<file path="src/rtl/dds_modulator_sym.sv">
// Symbol-timed carrier modulator: keys a signed DDS carrier with a serial bit
// in OOK (ramped), FSK pass-through, saturating BPSK or LFSR level mode.
module dds_modulator_sym #(
  parameter int DATA_W    = 12,
  parameter int RAMP_LOG2 = 4,
  parameter int SYM_CNT_W = 16
) (
  input  logic                     clk,
  input  logic                     reset,
  input  logic [SYM_CNT_W-1:0]     sym_div,
  input  logic [3:0]               modulation,
  input  logic                     bit_in,
  input  logic signed [DATA_W-1:0] in_mod,
  output logic                     sym_tick,
  output logic signed [DATA_W-1:0] out_mod,
  output logic                     mode_err
);
  localparam int PW = DATA_W + RAMP_LOG2 + 1;

  localparam logic [3:0] MODE_OOK  = 4'd0;
  localparam logic [3:0] MODE_FSK  = 4'd1;
  localparam logic [3:0] MODE_BPSK = 4'd2;
  localparam logic [3:0] MODE_LVL  = 4'd3;

  localparam logic [RAMP_LOG2:0]        GAIN_FULL = {1'b1, {RAMP_LOG2{1'b0}}};
  localparam logic signed [DATA_W-1:0]  SMIN      = {1'b1, {(DATA_W-1){1'b0}}};
  localparam logic signed [DATA_W-1:0]  SMAX      = {1'b0, {(DATA_W-1){1'b1}}};

  logic [SYM_CNT_W-1:0]     sym_cnt_q, sym_cnt_d;
  logic                     sym_tick_q, sym_tick_d;
  logic [3:0]               cur_mode_q, cur_mode_d;
  logic                     cur_bit_q, cur_bit_d;
  logic [RAMP_LOG2:0]       gain_q, gain_d;
  logic signed [PW-1:0]     s1_q, s1_d;
  logic                     s1_ook_q, s1_ook_d;
  logic signed [DATA_W-1:0] out_q, out_d;
  logic                     mode_err_q, mode_err_d;

  logic signed [PW-1:0]     in_ext, gain_ext, neg_ext, lvl_ext;
  logic signed [DATA_W-1:0] neg_sat;
  logic                     unused_guard;

  // The full-scale product range fits below the guard bit, so it never reaches out_mod.
  assign unused_guard = s1_q[PW-1];

  always_comb begin
    sym_cnt_d  = sym_cnt_q + 1'b1;
    sym_tick_d = 1'b0;
    if (sym_cnt_q >= sym_div) begin
      sym_cnt_d  = '0;
      sym_tick_d = 1'b1;
    end

    cur_mode_d = cur_mode_q;
    cur_bit_d  = cur_bit_q;
    mode_err_d = mode_err_q;
    if (sym_tick_q) begin
      cur_mode_d = modulation;
      cur_bit_d  = bit_in;
      if (modulation > MODE_LVL) mode_err_d = 1'b1;
    end

    // Outside OOK the gain parks at full scale so entering OOK with bit 0 ramps down.
    gain_d = gain_q;
    if (cur_mode_q != MODE_OOK)               gain_d = GAIN_FULL;
    else if (cur_bit_q && gain_q < GAIN_FULL) gain_d = gain_q + 1'b1;
    else if (!cur_bit_q && gain_q != '0)      gain_d = gain_q - 1'b1;

    neg_sat  = (in_mod == SMIN) ? SMAX : -in_mod;
    in_ext   = {{(PW-DATA_W){in_mod[DATA_W-1]}}, in_mod};
    neg_ext  = {{(PW-DATA_W){neg_sat[DATA_W-1]}}, neg_sat};
    lvl_ext  = {{(PW-DATA_W){1'b1}}, SMIN};
    gain_ext = {{(PW-RAMP_LOG2-1){1'b0}}, gain_q};

    s1_d     = '0;
    s1_ook_d = 1'b0;
    case (cur_mode_q)
      MODE_OOK: begin
        s1_d     = in_ext * gain_ext;
        s1_ook_d = 1'b1;
      end
      MODE_FSK:  s1_d = in_ext;
      MODE_BPSK: s1_d = cur_bit_q ? neg_ext : in_ext;
      MODE_LVL:  s1_d = cur_bit_q ? lvl_ext : '0;
      default:   s1_d = '0;
    endcase

    // Taking bits above RAMP_LOG2 is the arithmetic shift with truncation.
    out_d = s1_ook_q ? s1_q[RAMP_LOG2 +: DATA_W] : s1_q[DATA_W-1:0];
  end

  always_ff @(posedge clk) begin
    if (reset) begin
      sym_cnt_q  <= '0;
      sym_tick_q <= 1'b0;
      cur_mode_q <= MODE_OOK;
      cur_bit_q  <= 1'b0;
      gain_q     <= '0;
      s1_q       <= '0;
      s1_ook_q   <= 1'b0;
      out_q      <= '0;
      mode_err_q <= 1'b0;
    end else begin
      sym_cnt_q  <= sym_cnt_d;
      sym_tick_q <= sym_tick_d;
      cur_mode_q <= cur_mode_d;
      cur_bit_q  <= cur_bit_d;
      gain_q     <= gain_d;
      s1_q       <= s1_d;
      s1_ook_q   <= s1_ook_d;
      out_q      <= out_d;
      mode_err_q <= mode_err_d;
    end
  end

  assign sym_tick = sym_tick_q;
  assign out_mod  = out_q;
  assign mode_err = mode_err_q;
endmodule

</file>
<file path="config.mk">
export PLATFORM = sky130hd
export DESIGN_NAME = dds_modulator_sym
export DESIGN_NICKNAME = d
export VERILOG_FILES = /design/src/rtl/dds_modulator_sym.sv
export SDC_FILE = /design/constraint.sdc
export NUM_CORES = 1
export LEC_CHECK = 0
export ABC_AREA = 1
export BUFFER_PORTS_ARGS = -buffer_cell sky130_fd_sc_hd__buf_4
export CAP_MARGIN = 0
export CORE_ASPECT_RATIO = 0.8
export CORE_MARGIN = 3
export CORE_UTILIZATION = 35
export DETAILED_ROUTE_END_ITERATION = 10
export SYNTH_ARGS = -nofsm -noshare
export SYNTH_HDL_FRONTEND = slang
export SYNTH_SLANG_ARGS = --single-unit
</file>
<file path="constraint.sdc">
create_clock -name clk -period 5.3 [get_ports clk]
set_input_delay 0.53 -clock clk [delete_from_list [all_inputs] [get_ports clk]]
set_output_delay 0.53 -clock clk [all_outputs]
set_load 0.01 [all_outputs]
</file>
Yosys cells after proc, flatten, opt, wreduce, memory -nomap -nowiden. Index checks and enable logic that the tools add are counted.

Register bits: 57. Input bits: 35. Word-level logic and storage cells: 43.

Add/sub/neg operators: 4. Multiply operators: 1. Order comparisons: 3. Eq/ne operators: 4. Muxes and demuxes: 10. Reduce and logical (&&, ||, !) cells: 11.

Operator list (count): $pmux 16 s4 (1); $mux 16 (2); $mux 12 (2); $add 16x1->16 const B (1); $ge 16x16->1 (1); $mul 12x6->16 (1); $mux 5 (3); $eq 12x12->1 const B (1); $neg 12->12 (1); $eq 4x2->1 const B (2); $add 5x1->5 const B (1); $lt 5x5->1 const B (1); $reduce_bool 5->1 (1); $sub 5x1->5 const B (1); $eq 4x1->1 const B (1); $gt 4x2->1 const B (1); $logic_not 4->1 (1); $reduce_bool 4->1 (1); $reduce_or 2->1 (2); $reduce_bool 3->1 (1); $logic_and 1x1->1 (2); $mux 1 (2); $reduce_and 2->1 (1); $reduce_bool 2->1 (1); $logic_not 1->1 (1).

Longest topological paths before layout. Gate-level depths: netlist (run 1).

Depth in word-level cells: 5. Gate-level depth with buffers: 20. Gate-level depth less buffers: 19.

Worst setup path before layout (run 1). OpenSTA, ideal clock, no wires.

Path type: input to register. Start point: input in_mod[11]. End point: register s1_q[15]. Library setup time: 0.120 ns. Arrival: 3.488 ns. Slack: 1.692 ns. Stages on the path: 19. Path through: buf_2 -> nand2_1 -> fa_1 -> inv_1 -> fa_1 -> inv_1 -> fa_1 -> inv_1 -> ha_1 -> nand2_1 -> inv_1 -> nand2_1 -> inv_1 -> nand2_1 -> nand2_1 -> nor2_1 -> nand2_1 -> nand3_1 -> a21oi_2.

Cells in the longest elaborated chain, start to end: 4.

RTL lines: start: declaration (line 13) `input logic signed [DATA_W-1:0] in_mod,`; branches (longest 3 deep; another with $mul 12x6->16); $pmux 16 s4 * (line 77) `case (cur_mode_q)`; end signal: assignment (line 99) `s1_q <= '0;`; end signal: assignment (line 109) `s1_q <= s1_d;`; end: declaration (line 34) `logic signed [PW-1:0] s1_q, s1_d;`.

Mark *: on every way between the ends. A chain may end at the register's enable or synchronous reset.

Worst setup path in the final report (run 1).
Start point: register gain_q[1]. End point: register s1_q[15].

Cells in the longest elaborated chain, start to end: 2.

RTL lines: start: declaration (line 33) `logic [RAMP_LOG2:0] gain_q, gain_d;`; start signal: assignment (line 108) `gain_q <= gain_d;`; $mul 12x6->16 (line 79) `s1_d = in_ext * gain_ext;`; $pmux 16 s4 (line 77).

Every way passes these cells.

==> results.ini, run 1 <==
[finish]
n_antenna_cell = 0
synthToLayoutAreaGrowth_pct = 14.0
nNetsFinal = 985
final_util = 0.418
layout-drive-gt1-share = 0.129
stdcell_count = 1081

[timing]
finalSetupTns_ns = 0
hold_slack_ns = 0.460
fmax_mhz = 243
period_minus_slack_ns = 4.12
period_share = 0.777
setup_viol = 0
fin_worst_skew_ns = 0.00777
relSlewSlack = 0.492
hold_violations = 0
rsz0062_at_grt = no
maxSlewViolCount = 0
worst_slew_pin_slew_ns = 0.761

[min_path]
hold_depth = 1
hold_path.class = register to register

[synthesis]
synth_top_family_by_area = simple AND/OR/NAND/NOR gates
synth_edf_count = 0
synth_warnings = 0
synth_area_leader_cell = dfxtp_1
yosysMostFrequentCell = nand2_1
synth_mux_area_frac = 0
synth_compound_area_frac = 0.0863
yosys.area.top_type_share = 0.203
syn_area_um2 = 5630
synthSimpleGateAreaFrac = 0.302
synth_common_cells = nand2_1 (209), inv_1 (169), nor2_1 (85)
synthXorXnorAreaFrac = 0.0249
synth_area_per_cell_um2 = 6.79
seq_area_frac_synth = 0.203
ys.flop_type = dfxtp_1
yosys-top-cells-area = dfxtp_1 (20%), nand2_1 (14%), fa_1 (12%), inv_1 (11%), ha_1 (11%)
syn-num-nets = 948
yosysUniqueCellTypes = 49
synth_fa_ha_area_frac = 0.233
syn_inst = 829
async_flop_share = 0
synth-seq-cells = 57

[die]
start_util = 0.366
io_pins = 49
dieArea_um2 = 17600
coreArea_um2 = 15400
die_w_um = 148
die_y_um = 119
row_count = 40

[critical_path]
cp.required_ns = 5.56
critical_path_depth = 18
cp_slowest_cell = dfxtp_1
worstSetupPathType = register to register
critPathMaxStageDelay_ns = 0.75
critPathBufInv = 5
ff2ff_path_depth = 18
crit_path_end_kind = register
crit_family = adder cells
path_cells = nand2_1, fa_1, inv_1, fa_1, inv_1, fa_1, inv_1, ha_1, nand2_1, inv_1, nand2_1, inv_1, nand2_1, nor2_1, nor2_1, nand2_1, nand3_1, a21oi_2
path_max_fanout = 16
crit_arrival_ns = 4.37
startpoint_type = register

[detailed_routing]
drt_iter0_drc = 324
drc = 0
firstDrtPassIters = 5
drt_wl_total_mm = 14.0
antenna_left = 0
vias = 4948
wire_per_inst_um = 12.9
vias_per_cell = 4.58

[power_and_ir_drop]
power_mw = 3.00
power.density_nw_per_um2 = 467
p_leak_nw = 3.49
irDropWorstVdd_uv = 185

[placed_design]
place_hpwl_mm = 11.2
place_inst = 1065
place_congestion = 0.921
io_buffer_count = 48

[job]
cap_viol_max_count = 0

[clock_network]
cts.clk_slew.worst_paths_ns = 0.05
clock-sinks = 57
clock_path_buffers = 2
postCtsSetupBuffers = 0
cts_resized = 0
clock_latency_ns = 0.33
htreeDepth = 3
cts_tree = built
clock-root-buffer = clkbuf_16
cts_buffers = 9
cts_hold_buf = 0

[global_route]
overflow = 0
antenna_found_initial = 0
grt_first_pass_wirelength_mm = 23.6
grt_max_degree = 25
grt_usage = 0.165
grt_pass1_vias = 4624

[run_status]
outcome = completed

==> final cells by class <==
cell class | count | area, um^2
multi-input cells | 561 | 3640
repair buffers | 49 | 368
inverters | 188 | 711
flip-flops and latches | 57 | 1140
fillers | 1596 | 8950
well taps | 210 | 263
clock inverters | 7 | 71.3
clock buffers | 9 | 225
==> worst reg2reg max path, cell delays in order (launching register included) <==
cell and delay [ns]:
dfxtp_1 0.75, nand2_1 0.19, fa_1 0.62, inv_1 0.10, fa_1 0.50, inv_1 0.06
fa_1 0.53, inv_1 0.04, ha_1 0.35, nand2_1 0.07, inv_1 0.07, nand2_1 0.09
inv_1 0.10, nand2_1 0.05, nor2_1 0.11, nor2_1 0.06, nand2_1 0.06, nand3_1 0.12
a21oi_2 0.18
==> power breakdown <==
group / switching [mW] / internal (mW) / leakage (nW) / total [mW]
Clock: 0.211 / 0.362 / 0.137 / 0.573
Sequential: 0.101 / 0.509 / 0.468 / 0.610
Combinational: 1.12 / 0.696 / 2.88 / 1.82
==> final timing paths <==
| path | start | to | slack [ns] |
|---|---|---|---|
| min | sym_cnt_q[0] | sym_cnt_q[0] | 0.46 |
| max reg2reg | gain_q[1] | s1_q[15] | 1.18 |
| max | gain_q[1] | s1_q[15] | 1.18 |
| min reg2reg | sym_cnt_q[0] | sym_cnt_q[0] | 0.46 |
==> state kept, by name, indices dropped and copies added, names as in the netlist <==
name        flops
cur_bit_q       1
cur_mode_q      4
gain_q          5
mode_err        1
out_mod        12
s1_ook_q        1
s1_q           16
sym_cnt_q      16
sym_tick        1
==> placed cells by master (no fill, tap or decap), types with 3 or more instances in the layout <==
master	count
nor2_1	85
fa_1	35
clkinvlp_4	3
inv_2	17
nand4_1	7
nor3_1	5
ha_1	49
inv_1	169
nand2_1	209
nand2_4	3
buf_4	49
o21ai_0	23
dfxtp_1	57
a21oi_2	3
clkbuf_16	9
nand3b_1	6
xnor2_1	7
nor2_2	3
nor2_4	5
o21ai_1	8
xor2_1	9
or2_0	5
a21oi_1	35
nand3_1	35
==> cell families after synthesis <==
| group | Yosys count |
|---|---|
| AOI/OAI and AO/OA | 85 |
| xor gates and xnor gates | 16 |
| adders and majority gates | 84 |
| buffers and inverters | 211 |
| DFF | 57 |
| and+or+nand+nor | 376 |
==> per-stage QoR <==
step,area (um^2),setup WS (ns)
2_1_floorplan,5630,1.69
3_5_place_dp,6120,1.25
4_1_cts,6420,1.22
6_report,6420,1.18
3_3_place_gp,6120,1.29
5_1_grt,6420,0.892
==> layer usage <==
| metal | up-vias | track usage | routed length, um |
|---|---|---|---|
| met4 | 0 | 0.0262 | 104 |
| li1 | 2597 | - | - |
| met3 | 10 | 0.0350 | 890 |
| met2 | 144 | 0.233 | 5430 |
| met1 | 2197 | 0.258 | 7530 |
| met5 | - | 0 | 0 |
No activity file was read; power rests on OpenSTA's default activity.
==> run 2: changes to the inputs <==
- clock period: 5.3 -> 3.6 ns (I/O delays scaled with it)
==> run 2 against run 1 <==
Final cell count increased by 3.3%; sequential cell count is the same; worst hold slack got worse by 0.14 ns; sequential power grew 38%; die area unchanged; register-to-register slack got worse by 1.0 ns; core utilization up 3.5 points; routed wire length increased by 1.1%; clock skew about the same; combinational power increased by 98%; non-clock buffer count up 36; largest power group unchanged.
==> results.ini, run 2 (same netlist as run 1, synthesis figures left out) <==
[power_and_ir_drop]
power_mw = 5.34
swShare = 0.443
power.share.clock = 0.166
power.density_nw_per_um2 = 768
irDropWorstVdd_uv = 372
p_leak_nw = 3.71
seqPwrFrac = 0.157
p_int_mw = 2.97
switchingPower_mw = 2.37
pwr-share-comb = 0.677

[critical_path]
worstSetupPathType = register to register
crit_arrival_ns = 3.71
ff2ff_path_depth = 19
r2r_end = s1_q[15]
startpoint_type = register
r2r_slack_ns = 0.16
r2r_start = gain_q[2]
path_max_fanout = 9
cp.required_ns = 3.87
crit_path_end_kind = register

[detailed_routing]
drt_wl_total_mm = 14.1
drc = 0
antenna_left = 0
wire_per_inst_um = 12.6
vias = 5116
firstDrtPassIters = 5
vias_per_cell = 4.58
drt_iter0_drc = 370

[timing]
setup_viol = 0
finalSetupTns_ns = 0
period_minus_slack_ns = 3.44
relSlewSlack = 0.518
hold_violations = 0
fmax_mhz = 291
fin_worst_skew_ns = 0.00784
worst_slew_pin_slew_ns = 0.722
period_share = 0.956
rsz0062_at_grt = yes
maxSlewViolCount = 0

[die]
row_count = 40
die_y_um = 119
dieArea_um2 = 17600
io_pins = 49
start_util = 0.366
coreArea_um2 = 15400
die_w_um = 148

[clock_network]
clock-root-buffer = clkbuf_16
clock_latency_ns = 0.33
htreeDepth = 3
cts_buffers = 9
clock_path_buffers = 2
cts_tree = built
cts.clk_slew.worst_paths_ns = 0.05
cts_hold_buf = 0
clock-sinks = 57

[global_route]
grt_first_pass_wirelength_mm = 23.8
overflow = 0
grt_max_degree = 25
grt_usage = 0.166
antenna_found_initial = 0
grt_pass1_vias = 4698

[placed_design]
place_hpwl_mm = 11.6
io_buffer_count = 48
place_inst = 1100
place_congestion = 0.919
post_dp_cell_area_um2 = 6400

[finish]
fin_area_um2 = 6960
stdcell_count = 1117
synthToLayoutAreaGrowth_pct = 23.6
n_antenna_cell = 0
nNetsFinal = 1021
mostFrequentLayoutCells = nand2_1 (201), inv_1 (165), buf_4 (84)
final_common_cell = nand2_1
layout-drive-gt1-share = 0.217

[min_path]
hold_path.class = input pin to register
hold_end = s1_q[15]
hold_depth = 2
hold_path.startpoint = reset

[job]
cap_viol_max_count = 0

[run_status]
outcome = completed

-- run 2: layer usage --
metal / GRT usage / part of all wire / wire length (um)
met1: 0.263 / 0.54 / 7660
met2: 0.230 / 0.40 / 5570
met3: 0.0346 / 0.051 / 726
met4: 0.0332 / 0.010 / 148
met5: 0 / 0 / 0
-- run 2: worst max path at each step --
| stage | cells past startpoint | from | slack (ns) | to |
|---|---|---|---|---|
| finish | 19 | gain_q[2] | 0.16 | s1_q[15] |
| detailed placement | 19 | gain_q[2] | -0.06 | s1_q[15] |
| CTS | 17 | gain_q[2] | 0.001 | s1_q[15] |
| global placement | 16 | gain_q[1] | -0.07 | s1_q[15] |
| floorplan | 19 | gain_q[2] | 0.08 | s1_q[15] |
| global route | 16 | gain_q[2] | -0.05 | s1_q[12] |
-- run 2: through the flow --
| stage | util | setup slack, ns | hold slack [ns] |
|---|---|---|---|
| after floorplan | - | 0.0769 | 0.430 |
| after global placement | 0.416 | -0.0652 | 0.446 |
| after detailed placement | 0.416 | -0.0600 | 0.451 |
| after CTS | 0.438 | 0.00144 | 0.302 |
| after global routing | 0.453 | -0.0506 | 0.309 |
| final | 0.453 | 0.159 | 0.316 |
-- run 2: power groups by stage --
stage          combinational (mW)  clock (mW)  sequential [mW]
5_1_grt                      4.10       0.939            0.855
2_1_floorplan                2.02           0            0.829
3_5_place_dp                 3.06           0            0.844
4_1_cts                      3.11       0.905            0.832
3_3_place_gp                 3.03           0            0.845
6_report                     3.61       0.889            0.839
-- run 2: what timing repair did --
action                                  CTS  global route
pin swaps                                 1             7
endpoints found under the setup margin    2            11
buffers inserted                          0             1
resized for setup                         2            52
cloned                                    0             0
-- run 2: layout make-up --
class                   count  area [um^2]
clock buffers              12          267
clock inverters             4         50.0
fillers                  1622         8410
inverters                 188          711
multi-input cells         561         3870
flip-flops and latches     57         1150
well taps                 210          263
repair buffers             85          651
-- run 2: worst max-delay path: stages, from the launching register on --
cell	delay, ns
dfxtp_2	0.33
buf_12	0.13
buf_4	0.14
nand2_2	0.06
inv_2	0.04
fa_1	0.53
inv_1	0.06
fa_2	0.44
fa_1	0.50
inv_2	0.05
ha_4	0.31
nand2_4	0.07
nor2_4	0.10
nor2_2	0.05
buf_4	0.13
nor2_2	0.11
nor2_2	0.06
nand2_1	0.07
nand3_2	0.08
a21oi_2	0.13
==> run 3: changes to the inputs <==
- CORE_ASPECT_RATIO: 0.8 -> 1.25
==> run 3 against run 2 <==
Clock power decreased by 8.3%; via count about the same; register-to-register slack improved by 0.02 ns; combinational power decreased by 5.8%; largest power group unchanged; fmax increased by 0.51%; final cell count decreased by 0.63%.
==> results.ini, run 3 (same netlist as run 1, synthesis figures left out) <==
[timing]
relSlewSlack = 0.524
setup_viol = 0
fin_worst_skew_ns = 0.0100
worst_slack_ns = 0.176
period_share = 0.951
fmax_mhz = 292
period_minus_slack_ns = 3.42
maxSlewViolCount = 0
worst_slew_pin_slew_ns = 0.713
hold_violations = 0

[placed_design]
place_hpwl_mm = 11.2
place_ws_ns = -0.210
io_buffer_count = 48
place_inst = 1091
post_dp_cell_area_um2 = 6330
place_congestion = 0.838

[die]
coreArea_um2 = 15700
dieArea_um2 = 17600
die_y_um = 148
row_count = 51
io_pins = 49
start_util = 0.359
die_w_um = 119

[job]
cap_viol_max_count = 0

[critical_path]
cp.required_ns = 3.81
critical_path_depth = 18
critPathMaxStageDelay_ns = 0.54
crit_family = adder cells
path_max_fanout = 11
cp_slowest_cell = fa_1
startpoint_type = register
crit_path_end_kind = register
ff2ff_path_depth = 18
path_cells = buf_12, nand2_1, inv_1, fa_1, inv_1, fa_1, fa_1, inv_1, ha_4, nand2_1, nor2_1, nand2_1, nand3_1, a21oi_1, o21ai_1, nand3b_1, nand2_1, inv_1
critPathBufInv = 5
crit_arrival_ns = 3.64
worstSetupPathType = register to register

[run_status]
outcome = completed

[finish]
nNetsFinal = 1014
mostFrequentLayoutCells = nand2_1 (204), inv_1 (168), nor2_1 (80)
n_antenna_cell = 0
final_common_cell = nand2_1
synthToLayoutAreaGrowth_pct = 20.9
fin_area_um2 = 6810
final_util = 0.434
layout-drive-gt1-share = 0.186
fill_cells = 1701
stdcell_count = 1110

[clock_network]
cts_buffers = 9
cts.clk_slew.worst_paths_ns = 0.06
htreeDepth = 3
clock_latency_ns = 0.32
clock-root-buffer = clkbuf_16
clock_path_buffers = 2
cts_hold_buf = 0
clock-sinks = 57
cts_tree = built

[detailed_routing]
wire_per_inst_um = 12.4
drt_wl_total_mm = 13.7
antenna_left = 0
drt_iter0_drc = 230
firstDrtPassIters = 4
drc = 0
vias = 5115
vias_per_cell = 4.61

[power_and_ir_drop]
irDropWorstVdd_uv = 313
power_mw = 5.04
p_leak_nw = 3.64
power.density_nw_per_um2 = 740

[global_route]
overflow = 0
grt_pass1_vias = 5089
grt_usage = 0.164
grt_max_degree = 25
antenna_found_initial = 0
grt_first_pass_wirelength_mm = 23.7

[min_path]
hold_depth = 2
hold_path.class = input pin to register

## run 3: worst paths after layout
kind / start / endpoint / slack, ns
worst max register to register: gain_q[2] / s1_q[9] / 0.18
worst min-delay path: reset / s1_q[15] / 0.31
worst min register to register: s1_q[12] / out_mod[8] / 0.45
worst max-delay path: gain_q[2] / s1_q[9] / 0.18
## run 3: repair_timing
action                     in CTS  in global routing
hold endpoints to repair        0                  0
setup endpoints to repair       6                 10
gates resized for setup         3                 33
pin swaps                       1                  9
buffers inserted                0                  5
## run 3: routing by layer
metal | share of wire | global-route usage | wire length [um] | up-vias
met4 | 0.028 | 0.0602 | 386 | 0
met1 | 0.43 | 0.198 | 5960 | 2356
met3 | 0.024 | 0.0157 | 329 | 26
met5 | 0 | 0 | 0 | -
li1 | - | - | - | 2647
met2 | 0.51 | 0.301 | 7050 | 86
## run 3: final cells by class
cell class / instances / area [um^2] / share of cell area
multi-input cells: 561 / 3780 / 0.556
clock inverters: 4 / 45.0 / 0.00662
well taps: 212 / 265 / 0.0390
clock buffers: 10 / 239 / 0.0351
flip-flops and latches: 57 / 1150 / 0.169
inverters: 188 / 711 / 0.104
repair buffers: 78 / 612 / 0.0899
## run 3: report_power, final
| part | internal [mW] | leakage (nW) | switching [mW] |
|---|---|---|---|
| Combinational | 1.52 | 3.03 | 1.89 |
| Clock | 0.541 | 0.144 | 0.274 |
| Sequential | 0.759 | 0.469 | 0.0589 |
## run 3: per-stage QoR
stage	setup TNS, ns	hold slack (ns)
after floorplan	0	0.430
after global placement	-0.429	0.444
after detailed placement	-0.636	0.442
after CTS	0	0.309
after global routing	-0.0728	0.317
final	0	0.313
